[config.mk]
export PLATFORM = sky130hd
export DESIGN_NAME = int_ctrl
export DESIGN_NICKNAME = d
export VERILOG_FILES = /design/src/rtl/int_ctrl_pkg.sv /design/src/rtl/int_sync.sv /design/src/rtl/int_ctrl.sv
export SDC_FILE = /design/constraint.sdc
export NUM_CORES = 1
export LEC_CHECK = 0
export ABC_AREA = 0
export CORE_MARGIN = 2
export CORE_UTILIZATION = 45
export DETAILED_ROUTE_END_ITERATION = 16
export DONT_BUFFER_PORTS = 1
export PLACE_DENSITY_LB_ADDON = 0.12
export SYNTH_ARGS = -nofsm -noshare
export SYNTH_HDL_FRONTEND = slang
export SYNTH_SLANG_ARGS = --single-unit
[constraint.sdc]
create_clock -name clk -period 2 [get_ports clk]
set_input_delay 0.1 -clock clk [delete_from_list [all_inputs] [get_ports clk]]
set_output_delay 0.1 -clock clk [all_outputs]
set_load 0.01 [all_outputs]
[src/rtl/int_ctrl_pkg.sv]
// Shared types and constants for the interrupt controller.
package int_ctrl_pkg;

  typedef enum logic [1:0] {
    ST_IDLE    = 2'd0,
    ST_REQ     = 2'd1,
    ST_SERVICE = 2'd2
  } state_t;

  localparam logic [1:0] ADDR_ENABLE    = 2'd0;
  localparam logic [1:0] ADDR_MODE      = 2'd1;
  localparam logic [1:0] ADDR_PENDING   = 2'd2;
  localparam logic [1:0] ADDR_INSERVICE = 2'd3;

  // Reset images, sliced down to NUM_IRQ by the controller.
  localparam logic [31:0] ENABLE_RST = 32'h0000_0000;
  localparam logic [31:0] MODE_RST   = 32'hFFFF_FFFF;

endpackage

[src/rtl/int_sync.sv]
// Two-flop synchroniser for one interrupt line plus a history flop for edge detect.
module int_sync (
  input  logic clk,
  input  logic rst,
  input  logic irq,
  output logic level,
  output logic rise
);

  logic s1, s2, s3;

  // s1/s2 resolve metastability; s3 remembers the previous synchronised level.
  always_ff @(posedge clk or negedge rst) begin
    if (!rst) begin
      s1 <= 1'b0;
      s2 <= 1'b0;
      s3 <= 1'b0;
    end else begin
      s1 <= irq;
      s2 <= s1;
      s3 <= s2;
    end
  end

  assign level = s2;
  assign rise  = s2 & ~s3;

endmodule

[src/rtl/int_ctrl.sv]
// Interrupt controller: synchronise, latch/track, mask, prioritise and hand one
// request at a time to the core.
//
// Handshake: irq_req/irq_id are registered and stable while irq_req is high
// (irq_id may move to a higher-priority channel before ack). An irq_ack pulse is
// honoured only while irq_req is high (FSM in REQ) and accepts the channel in
// irq_id; irq_req drops on the following edge. An irq_eoi pulse is honoured only
// in SERVICE and ends service; no new request is raised until then.
module int_ctrl
  import int_ctrl_pkg::*;
#(
  parameter int NUM_IRQ = 8,
  parameter int ID_W    = (NUM_IRQ > 1) ? $clog2(NUM_IRQ) : 1
) (
  input  logic               clk,
  input  logic               rst,
  input  logic [NUM_IRQ-1:0] irq_in,
  input  logic               cfg_we,
  input  logic [1:0]         cfg_addr,
  input  logic [NUM_IRQ-1:0] cfg_wdata,
  output logic [NUM_IRQ-1:0] cfg_rdata,
  output logic               irq_req,
  output logic [ID_W-1:0]    irq_id,
  input  logic               irq_ack,
  input  logic               irq_eoi,
  output state_t             fsm_state
);

  logic [NUM_IRQ-1:0] sync_level, sync_rise;
  logic [NUM_IRQ-1:0] enable_q, mode_q, pend_q, pend_d, inservice_q;
  logic [NUM_IRQ-1:0] pending, eligible, ack_mask, w1c_mask;
  logic [ID_W-1:0]    winner, id_d;
  logic               any_eligible, ack_fire, eoi_fire, req_d;
  state_t             state_q, state_d;

  for (genvar i = 0; i < NUM_IRQ; i++) begin : g_sync
    int_sync u_sync (
      .clk   (clk),
      .rst   (rst),
      .irq   (irq_in[i]),
      .level (sync_level[i]),
      .rise  (sync_rise[i])
    );
  end

  // Edge channels use the latched bit; level channels follow the synced line.
  assign pending      = (mode_q & pend_q) | (~mode_q & sync_level);
  assign eligible     = pending & enable_q;
  assign any_eligible = |eligible;
  assign ack_fire     = (state_q == ST_REQ) && irq_ack;
  assign eoi_fire     = (state_q == ST_SERVICE) && irq_eoi;

  // Fixed priority: scan downwards so the lowest eligible index wins.
  always_comb begin
    winner = '0;
    for (int i = NUM_IRQ - 1; i >= 0; i--) begin
      if (eligible[i]) winner = ID_W'(i);
    end
  end

  // Next edge-pending state: clears from ack/W1C, a same-cycle rise wins.
  always_comb begin
    ack_mask = '0;
    for (int i = 0; i < NUM_IRQ; i++) begin
      ack_mask[i] = ack_fire && (irq_id == ID_W'(i));
    end
    w1c_mask = (cfg_we && cfg_addr == ADDR_PENDING) ? cfg_wdata : '0;
    pend_d   = ((pend_q & ~(ack_mask | w1c_mask)) | sync_rise) & mode_q;
  end

  // Configuration, pending and in-service registers.
  always_ff @(posedge clk or negedge rst) begin
    if (!rst) begin
      enable_q    <= ENABLE_RST[NUM_IRQ-1:0];
      mode_q      <= MODE_RST[NUM_IRQ-1:0];
      pend_q      <= '0;
      inservice_q <= '0;
    end else begin
      if (cfg_we && cfg_addr == ADDR_ENABLE) enable_q <= cfg_wdata;
      if (cfg_we && cfg_addr == ADDR_MODE)   mode_q   <= cfg_wdata;
      pend_q <= pend_d;
      if (ack_fire)      inservice_q <= ack_mask;
      else if (eoi_fire) inservice_q <= '0;
    end
  end

  // FSM state and registered request outputs.
  always_ff @(posedge clk or negedge rst) begin
    if (!rst) begin
      state_q <= ST_IDLE;
      irq_req <= 1'b0;
      irq_id  <= '0;
    end else begin
      state_q <= state_d;
      irq_req <= req_d;
      irq_id  <= id_d;
    end
  end

  // FSM next state; ack takes precedence over a vanishing eligible set.
  always_comb begin
    state_d = state_q;
    req_d   = irq_req;
    id_d    = irq_id;
    case (state_q)
      ST_IDLE: begin
        if (any_eligible) begin
          state_d = ST_REQ;
          req_d   = 1'b1;
          id_d    = winner;
        end
      end
      ST_REQ: begin
        if (irq_ack) begin
          state_d = ST_SERVICE;
          req_d   = 1'b0;
        end else if (!any_eligible) begin
          state_d = ST_IDLE;
          req_d   = 1'b0;
        end else begin
          id_d = winner;
        end
      end
      ST_SERVICE: begin
        req_d = 1'b0;
        if (irq_eoi) state_d = ST_IDLE;
      end
      default: begin
        state_d = ST_IDLE;
        req_d   = 1'b0;
      end
    endcase
  end

  // Combinational register read-back.
  always_comb begin
    cfg_rdata = '0;
    case (cfg_addr)
      ADDR_ENABLE:    cfg_rdata = enable_q;
      ADDR_MODE:      cfg_rdata = mode_q;
      ADDR_PENDING:   cfg_rdata = pending;
      ADDR_INSERVICE: cfg_rdata = inservice_q;
      default:        cfg_rdata = '0;
    endcase
  end

  assign fsm_state = state_q;

endmodule

==> impl_metrics.tcl, run 1 <==
set metrics [dict create \
    status "finished clean" \
    die_x_um 80.9 \
    die_h_um 80.9 \
    max-vdd-ir-drop_mv 0.618 \
    hold_path_class "in2reg" \
    yosysTopAreaCellShare 0.508 \
    vias_per_cell 5.58 \
    synth_seq_cells 62 \
    synth_edf_count 0 \
    final_cell_count_no_fill 303 \
    io_buffers 0 \
    syn_nets 217 \
    root_buffer "clkbuf_8" \
    grt-busiest-layer "met2" \
    yosys-top-cells-count "54 x dfrtp_1, 32 x nand2_1, 20 x mux2_2, 12 x inv_1" \
    setup_violations 0 \
    grt_pass1_wl_um 8870 \
    gp_congestion 0.913 \
    post-synth-top-area-cell "dfrtp_1" \
    grtUsageMet3 0.0644 \
    die-area_mm2 0.00654 \
    ys_warn_count 0 \
    met1_usage 0.242 \
    crit_path_max_fanout 4 \
    syn_inst 194 \
    clkTransAtPathRegs_ns 0.07 \
    ys.flop_type "dfrtp_1" \
    start_util 0.458 \
    wl_per_cell_um 18.4 \
    async_flop_share 1.00 \
    drive_gt1_frac 0.272 \
    ios 37 \
    cp.arrival_ns 1.79 \
    p_leak_uw 0.00143 \
    rsz0062_at_grt "no" \
    worstMarginPinSlew_ns 0.577 \
    placed_cells 267 \
    grt_pass1_vias 1774 \
    ctsResizeCount 0 \
    htreeDepth 3 \
    ys_seq_area_frac 0.587 \
    fp-row-count 28 \
    rr_worst_depth 4 \
    drt_iter0_drc 155 \
    powerDensity_mw_per_mm2 1170 \
    max_slew_margin 0.614 \
    power_uw 3680 \
    clock_latency_ns 0.33 \
    grt_overflow_total 0 \
    synth_area_mm2 0.00266 \
    cts_tree "built" \
    finalMaxSlewViolations 0 \
    antenna_left 0 \
    cts_buffer_depth 2 \
    post_cts_buffers 0 \
    max_cap_viol_count 0 \
    tns_ns 0 \
    fin_worst_skew_ns 0.00879 \
    finalCritPeriodShare 0.945 \
    antenna_cells 0 \
    grtUsageTotal 0.188 \
    whs_path_depth 3 \
    clock-sinks 62 \
    synth_cell_types 31 \
    syn_to_final_growth_pct 18.7 \
    nets 246 \
    numCtsBuffers 9 \
    hold_viol_final 0 \
    drt_first_pass_iters 4 \
    fmax_mhz 529 \
    path_class "reg2out" \
    cp.required_ns 1.90 \
    netlist_top_cells_area "dfrtp_1 51%, mux2_2 8.5%, dfstp_2 7.9%" \
    routed-via-count 1691 \
    met2_usage 0.288 \
    dp_hpwl_um 3730 \
    synth_most_common_cell "dfrtp_1" \
    routed_wl_um 5580 \
    start_kind "register" \
    avgSynthCellArea_um2 13.7 \
    period_needed_ns 1.89 \
    grt_max_degree 63 \
    antenna_found_initial 0 \
    drc_errors 0 \
    core_mm2 0.00582 \
    critPathCaptureType "output pin" \
]
==> repair_timing <==
| item | CTS | global route |
|---|---|---|
| hold buffers | 20 | 0 |
| setup endpoints to repair | 0 | 0 |
| hold endpoints to repair | 88 | 0 |
==> worst max-delay path, cell delays in order, from the launching register on <==
cell and delay, ns:
dfstp_2 0.55, mux2_2 0.39, mux4_2 0.52
==> registers in the layout (all words and copies together) (netlist names) <==
register,cells
irq_req,1
inservice_q,8
g_sync.u_sync.s1,8
mode_q,8
pend_q,8
irq_id,3
enable_q,8
fsm_state,2
g_sync.u_sync.level,8
g_sync.u_sync.s3,8
==> area by class of cell <==
class,count,area [um^2]
multi-input cells,117,1040
repair buffers,21,225
clock buffers,12,145
well taps,75,93.8
clock inverters,4,47.5
inverters,12,45.0
fillers,511,2660
flip-flops and latches,62,1560
==> power by group <==
group | switching (uW) | internal, uW
sequential | 266 | 1510
combinational | 413 | 430
clock | 458 | 606
==> final timing paths <==
kind                       slack, ns                     end                start
max                             0.11            cfg_rdata[3]            mode_q[3]
min                             0.04               pend_q[5]         cfg_wdata[5]
max reg2reg                     0.23               irq_id[1]            mode_q[2]
min reg2reg                     0.35  g_sync[3].u_sync.level  g_sync[3].u_sync.s1
max in group asynchronous       1.38               mode_q[1]                  rst
min in group asynchronous       0.29          inservice_q[5]                  rst
==> layout by cell type, fill, tap and decap left out, types with 4 or more instances in the layout <==
master / n
dfrtp_1: 54
nand2_1: 32
mux2_2: 20
dlygate4sd3_1: 19
inv_1: 12
clkbuf_8: 10
nor2b_1: 8
a32oi_1: 8
dfstp_2: 8
mux4_2: 7
nor2_1: 6
mux2_4: 5
a22oi_4: 4
==> metal layers <==
layer  part of all wire  wire, um
met1               0.45      2490
met2               0.47      2640
met3              0.062       346
met4              0.018       103
met5                  0         0
==> kinds of logic (layout without fill, tap and decap cells) <==
| family | Yosys count | in the layout | synth area share |
|---|---|---|---|
| buf+inv | 15 | 49 | 0.0221 |
| simple gates | 58 | 58 | 0.107 |
| flops | 62 | 62 | 0.587 |
| mux | 33 | 33 | 0.182 |
| compound gates | 26 | 26 | 0.102 |
==> stage by stage <==
| stage | worst slack [ns] | instance area, um^2 | hold WS, ns | utilization |
|---|---|---|---|---|
| floorplan | 0.330 | 2660 | -0.196 | - |
| global placement | 0.290 | 2750 | -0.194 | 0.473 |
| detailed placement | 0.258 | 2750 | -0.194 | 0.473 |
| CTS | 0.0940 | 3160 | 0.0268 | 0.543 |
| global route | 0.0438 | 3160 | 0.0470 | 0.543 |
| finish | 0.111 | 3160 | 0.0416 | 0.543 |
Power figures use the tool's default switching activity.
==> inputs of run 2 (changes only) <==
--- a/config.mk
+++ b/config.mk
@@ -5,7 +5,7 @@
 export SDC_FILE = /design/constraint.sdc
 export NUM_CORES = 1
 export LEC_CHECK = 0
-export ABC_AREA = 0
+export ABC_AREA = 1
 export CORE_MARGIN = 2
 export CORE_UTILIZATION = 45
 export DETAILED_ROUTE_END_ITERATION = 16
==> impl_metrics.tcl, run 2 <==
set metrics [dict create \
    antenna_found_initial 0 \
    hold_path_class "in2reg" \
    die-area_mm2 0.00657 \
    cts_tree "built" \
    antenna_cells 0 \
    path_class "reg2reg" \
    grtUsageMet3 0.0689 \
    start_util 0.459 \
    syn_inst 300 \
    numCtsBuffers 9 \
    clock-sinks 62 \
    finalCritPeriodShare 0.756 \
    drive_gt1_frac 0.137 \
    gp_congestion 0.807 \
    post_cts_buffers 0 \
    grt_max_degree 63 \
    tns_ns 0 \
    cp.arrival_ns 1.74 \
    vias_per_cell 4.88 \
    post-route-util 0.542 \
    grt-busiest-layer "met2" \
    drc_errors 0 \
    rsz0062_at_grt "no" \
    muxShareOfSynthArea 0 \
    ios 37 \
    synth_xor_xnor_area_share 0 \
    ys_warn_count 0 \
    cp.required_ns 2.23 \
    max-vdd-ir-drop_mv 0.525 \
    core_mm2 0.00582 \
    fmax_mhz 662 \
    synth_compound_area_frac 0.112 \
    io_buffers 0 \
    grt_pass1_vias 1957 \
    antenna_left 0 \
    final_cell_mix "91 x nand2_1, 54 x dfrtp_1, 41 x inv_1, 23 x nor2_1, 20 x dlygate4sd3_1" \
    finalMaxSlewViolations 0 \
    max_cap_viol_count 0 \
    crit_path_max_fanout 5 \
    cts_buffer_depth 2 \
    drt_iter0_drc 139 \
    start_kind "register" \
    hold_viol_final 0 \
    netlist_top_cells_area "dfrtp_1 51%, nand2_1 13%, dfstp_2 7.9%" \
    fin_worst_skew_ns 0.00964 \
    ys_seq_area_frac 0.585 \
    synth_fa_ha_area_frac 0 \
    period_needed_ns 1.51 \
    dp_hpwl_um 3840 \
    p_leak_uw 0.00153 \
    routed-via-count 2000 \
    htreeDepth 3 \
    nFillCells 551 \
    met1_usage 0.268 \
    syn_nets 323 \
    ys.flop_type "dfrtp_1" \
    post-synth-top-area-cell "dfrtp_1" \
    root_buffer "clkbuf_8" \
    synth_edf_count 0 \
    synth_top_family_by_area "simple AND/OR/NAND/NOR gates" \
    synth_seq_cells 62 \
    clkTransAtPathRegs_ns 0.07 \
    status "finished clean" \
    synthSimpleGateAreaFrac 0.232 \
    grtUsageTotal 0.203 \
    wl_per_cell_um 14.1 \
    die_h_um 81.0 \
    fp-row-count 28 \
    drt_first_pass_iters 5 \
    layout_commonest_cell "nand2_1" \
    synth_most_common_cell "nand2_1" \
    setup_violations 0 \
    syn_to_final_growth_pct 18.0 \
    synth_area_mm2 0.00267 \
    clock_latency_ns 0.34 \
    grt_pass1_wl_um 9540 \
    yosys-top-cells-count "91 x nand2_1, 54 x dfrtp_1, 41 x inv_1, 23 x nor2_1, 19 x o21ai_1" \
    met2_usage 0.297 \
    max_slew_margin 0.743 \
    nets 353 \
    powerDensity_mw_per_mm2 1080 \
    yosysTopAreaCellShare 0.506 \
    routed_wl_um 5790 \
    die_x_um 81.0 \
    async_flop_share 1.00 \
    critPathCaptureType "register" \
    worstMarginPinSlew_ns 0.384 \
    avgSynthCellArea_um2 8.90 \
    synth_cell_types 26 \
    grt_overflow_total 0 \
]
[run 2: cell count changes in the layout (fill, tap and decap cells not counted), moves of 6 or more]
cell and change:
a31oi_1 +6, inv_1 +29, mux2_2 -20, mux4_2 -7
nand2_1 +59, nand2_2 +7, nor2_1 +17, nor2b_1 -8
o21ai_0 +6, o21ai_1 +19
[run 2: cells by family (layout without fill, tap and decap cells)]
kind of cell           after synthesis  in the layout
DFF                                 62             62
and+or+nand+nor                    137            137
buffers and inverters               50             85
AOI/OAI and AO/OA                   51             51
[run 2: stage by stage]
step	std cells	setup WS (ns)	area (um^2)	hold slack, ns	power (uW)
after floorplan	300	0.673	2670	-0.196	2200
after global placement	373	0.517	2760	-0.194	2360
after CTS	410	0.493	3150	0.0115	3420
after detailed placement	373	0.517	2760	-0.194	2370
after global routing	410	0.363	3150	0.0506	3620
final	410	0.488	3150	0.0356	3390
[run 2: layout make-up]
cell class,instances,area [um^2],area share
Sequential cell,62,1560,0.495
Multi-Input combinational cell,188,920,0.292
Timing Repair Buffer,21,228,0.0723
Inverter,48,180,0.0572
Clock buffer,12,145,0.0460
Tap cell,75,93.8,0.0298
Clock inverter,4,23.8,0.00754
[run 2: metal layers]
| layer | part of all wire | vias up |
|---|---|---|
| li1 | - | 1012 |
| met1 | 0.46 | 923 |
| met2 | 0.45 | 54 |
| met3 | 0.065 | 11 |
| met4 | 0.027 | 0 |
| met5 | 0 | - |
[run 2: final timing paths]
path | startpoint | endpoint | slack [ns] | cells past startpoint
worst min-delay path | cfg_wdata[0] | pend_q[0] | 0.04 | 3
min in group asynchronous | rst | fsm_state[0] | 0.31 | 2
worst max-delay path | mode_q[4] | irq_id[0] | 0.49 | 11
max in group asynchronous | rst | mode_q[0] | 1.39 | 2
worst min register to register | g_sync[6].u_sync.s1 | g_sync[6].u_sync.level | 0.35 | 0
worst max register to register | mode_q[4] | irq_id[0] | 0.49 | 11
[run 2: where the power goes]
group | switching, uW | internal (uW) | total [uW]
clock | 486 | 480 | 966
sequential | 188 | 1480 | 1670
combinational | 479 | 275 | 754
[run 2: critical path: stages, from the launching register on]
cell,delay (ns)
dfstp_2,0.56
inv_1,0.05
nand2_1,0.05
nand2_1,0.08
nand2_2,0.10
nand2_1,0.07
nor2_2,0.17
nand2_4,0.08
nand2_4,0.09
nor2_1,0.05
nand2_1,0.05
nand2_1,0.05
[run 2: repair_timing]
action | CTS | global route
endpoints found under the setup margin | 0 | 0
gates resized for setup | 0 | 0
endpoints found under the hold margin | 95 | 0
hold buffers | 21 | 0
==> inputs of run 3 (changes only) <==
==> constraint.sdc (replaced) <==
create_clock -name clk -period 1.29 [get_ports clk]
set_input_delay 0.0645 -clock clk [delete_from_list [all_inputs] [get_ports clk]]
set_output_delay 0.0645 -clock clk [all_outputs]
set_load 0.01 [all_outputs]
==> impl_metrics.tcl, run 3 (synthesis gave the netlist of run 2 again) <==
set metrics [dict create \
    cp_top_family "flip-flops" \
    ios 37 \
    critPathCaptureType "output pin" \
    cts_buffer_depth 2 \
    syn_to_final_growth_pct 33.5 \
    finalMaxSlewViolations 0 \
    timing.final.ws_setup_ns -0.233 \
    post-route-util 0.613 \
    max_slew_margin 0.723 \
    hold_viol_final 62 \
    rsz0062_at_grt "yes" \
    design_area_mm2 0.00357 \
    start_util 0.459 \
    met1_usage 0.270 \
    antenna_found_initial 0 \
    wl_per_cell_um 14.7 \
    grt_overflow_total 0 \
    core_mm2 0.00582 \
    gp_congestion 0.904 \
    status "finished with violations" \
    htreeDepth 3 \
    grtUsageTotal 0.214 \
    powerDensity_mw_per_mm2 1700 \
    failed_checks "negative hold slack, negative setup slack" \
    drt_iter0_drc 124 \
    io_buffers 0 \
    dp_hpwl_um 4180 \
    finalCritPeriodShare 1.18 \
    die_h_um 81.0 \
    routed-via-count 2159 \
    routed_wl_um 6450 \
    antenna_left 0 \
    max_stage_delay_ns 0.58 \
    grt_max_degree 63 \
    path_buf_inv 2 \
    path_class "reg2out" \
    fp-row-count 28 \
    grt-busiest-layer "met2" \
    fin_worst_skew_ns 0.00515 \
    layout_commonest_cell "nand2_1" \
    grtUsageMet3 0.0722 \
    nets 383 \
    max-vdd-ir-drop_mv 1.19 \
    postCtsHoldBufs 18 \
    vias_per_cell 4.91 \
    clkTransAtPathRegs_ns 0.07 \
    root_buffer "clkbuf_8" \
    antenna_cells 0 \
    drc_errors 0 \
    tns_ns -1.46 \
    cts_tree "built" \
    setup_violations 14 \
    die-area_mm2 0.00657 \
    clock_latency_ns 0.35 \
    max_cap_viol_count 0 \
    p_leak_uw 0.00173 \
    crit_chain "inv_2 > nand2_4 > nand2_4 > buf_6 > o22ai_2 > a21oi_2 > nand2_2" \
    drive_gt1_frac 0.321 \
    slowest_stage "dfstp_2" \
    cp.arrival_ns 1.46 \
    crit_path_frequent_cell "nand2_4" \
    die_x_um 81.0 \
    met2_usage 0.339 \
    worstMarginPinSlew_ns 0.414 \
    hold_ws_ns -0.592 \
    dpl-instance-area_mm2 0.00291 \
    grt_pass1_wl_um 10100 \
    fmax_mhz 656 \
    hold_path_class "in2async" \
    clock-sinks 62 \
    numCtsBuffers 9 \
    final_cell_mix "70 x nand2_1, 54 x dfrtp_1, 37 x inv_1, 28 x buf_4, 22 x nand2_2" \
    period_needed_ns 1.52 \
    grt_pass1_vias 2064 \
    drt_first_pass_iters 4 \
    start_kind "register" \
    cp.required_ns 1.23 \
    crit_path_max_fanout 4 \
]
-- run 3: worst register-to-register path, cell delays in order, from the launching register on --
cell and delay [ns]:
dfstp_2 0.58, inv_2 0.07, buf_4 0.13, buf_4 0.12
buf_4 0.13, buf_4 0.12, buf_4 0.12, buf_4 0.12
nor2_1 0.07
-- run 3: final cells by class --
class / count / area [um^2]
Fill cell: 521 / 2250
Multi-Input combinational cell: 188 / 1080
Tap cell: 75 / 93.8
Timing Repair Buffer: 51 / 447
Sequential cell: 62 / 1560
Inverter: 48 / 180
Clock inverter: 3 / 42.5
Clock buffer: 13 / 159
-- run 3: repair_timing --
action	CTS	global route
pin swaps	10	27
buffers inserted	9	4
setup endpoints to repair	13	29
hold endpoints to repair	95	62
gates resized for setup	12	43
-- run 3: worst paths after layout --
kind	from	end	slack (ns)	depth (start not counted)
min reg2reg	g_sync[6].u_sync.s1	g_sync[6].u_sync.level	0.35	0
max in group asynchronous	rst	mode_q[0]	1.69	0
min	rst	irq_req	-0.59	0
max	mode_q[7]	cfg_rdata[7]	-0.23	7
max reg2reg	mode_q[7]	pend_q[7]	-0.22	8
min in group clk	cfg_wdata[4]	pend_q[4]	0.04	3
-- run 3: power by group --
| group | internal, uW | switching (uW) | leakage [uW] |
|---|---|---|---|
| Sequential | 2300 | 255 | 0.000754 |
| Combinational | 753 | 988 | 0.000881 |
| Clock | 996 | 761 | 0.0000996 |
| Total | 4050 | 2000 | 0.00173 |
-- run 3: stage by stage --
| stage | hold WS (ns) | setup WS [ns] | std cells | total power [uW] |
|---|---|---|---|---|
| floorplan | -0.231 | -0.0323 | 300 | 3420 |
| global placement | -0.229 | -0.112 | 394 | 3890 |
| detailed placement | -0.230 | -0.136 | 394 | 3920 |
| CTS | -0.603 | -0.243 | 437 | 5850 |
| global route | -0.611 | -0.280 | 440 | 6410 |
| finish | -0.592 | -0.233 | 440 | 6050 |
-- run 3: routing by layer --
layer / routed length [um] / part of all wire
met1: 2890 / 0.45
met2: 3120 / 0.48
met3: 361 / 0.056
met4: 82 / 0.013
met5: 0 / 0
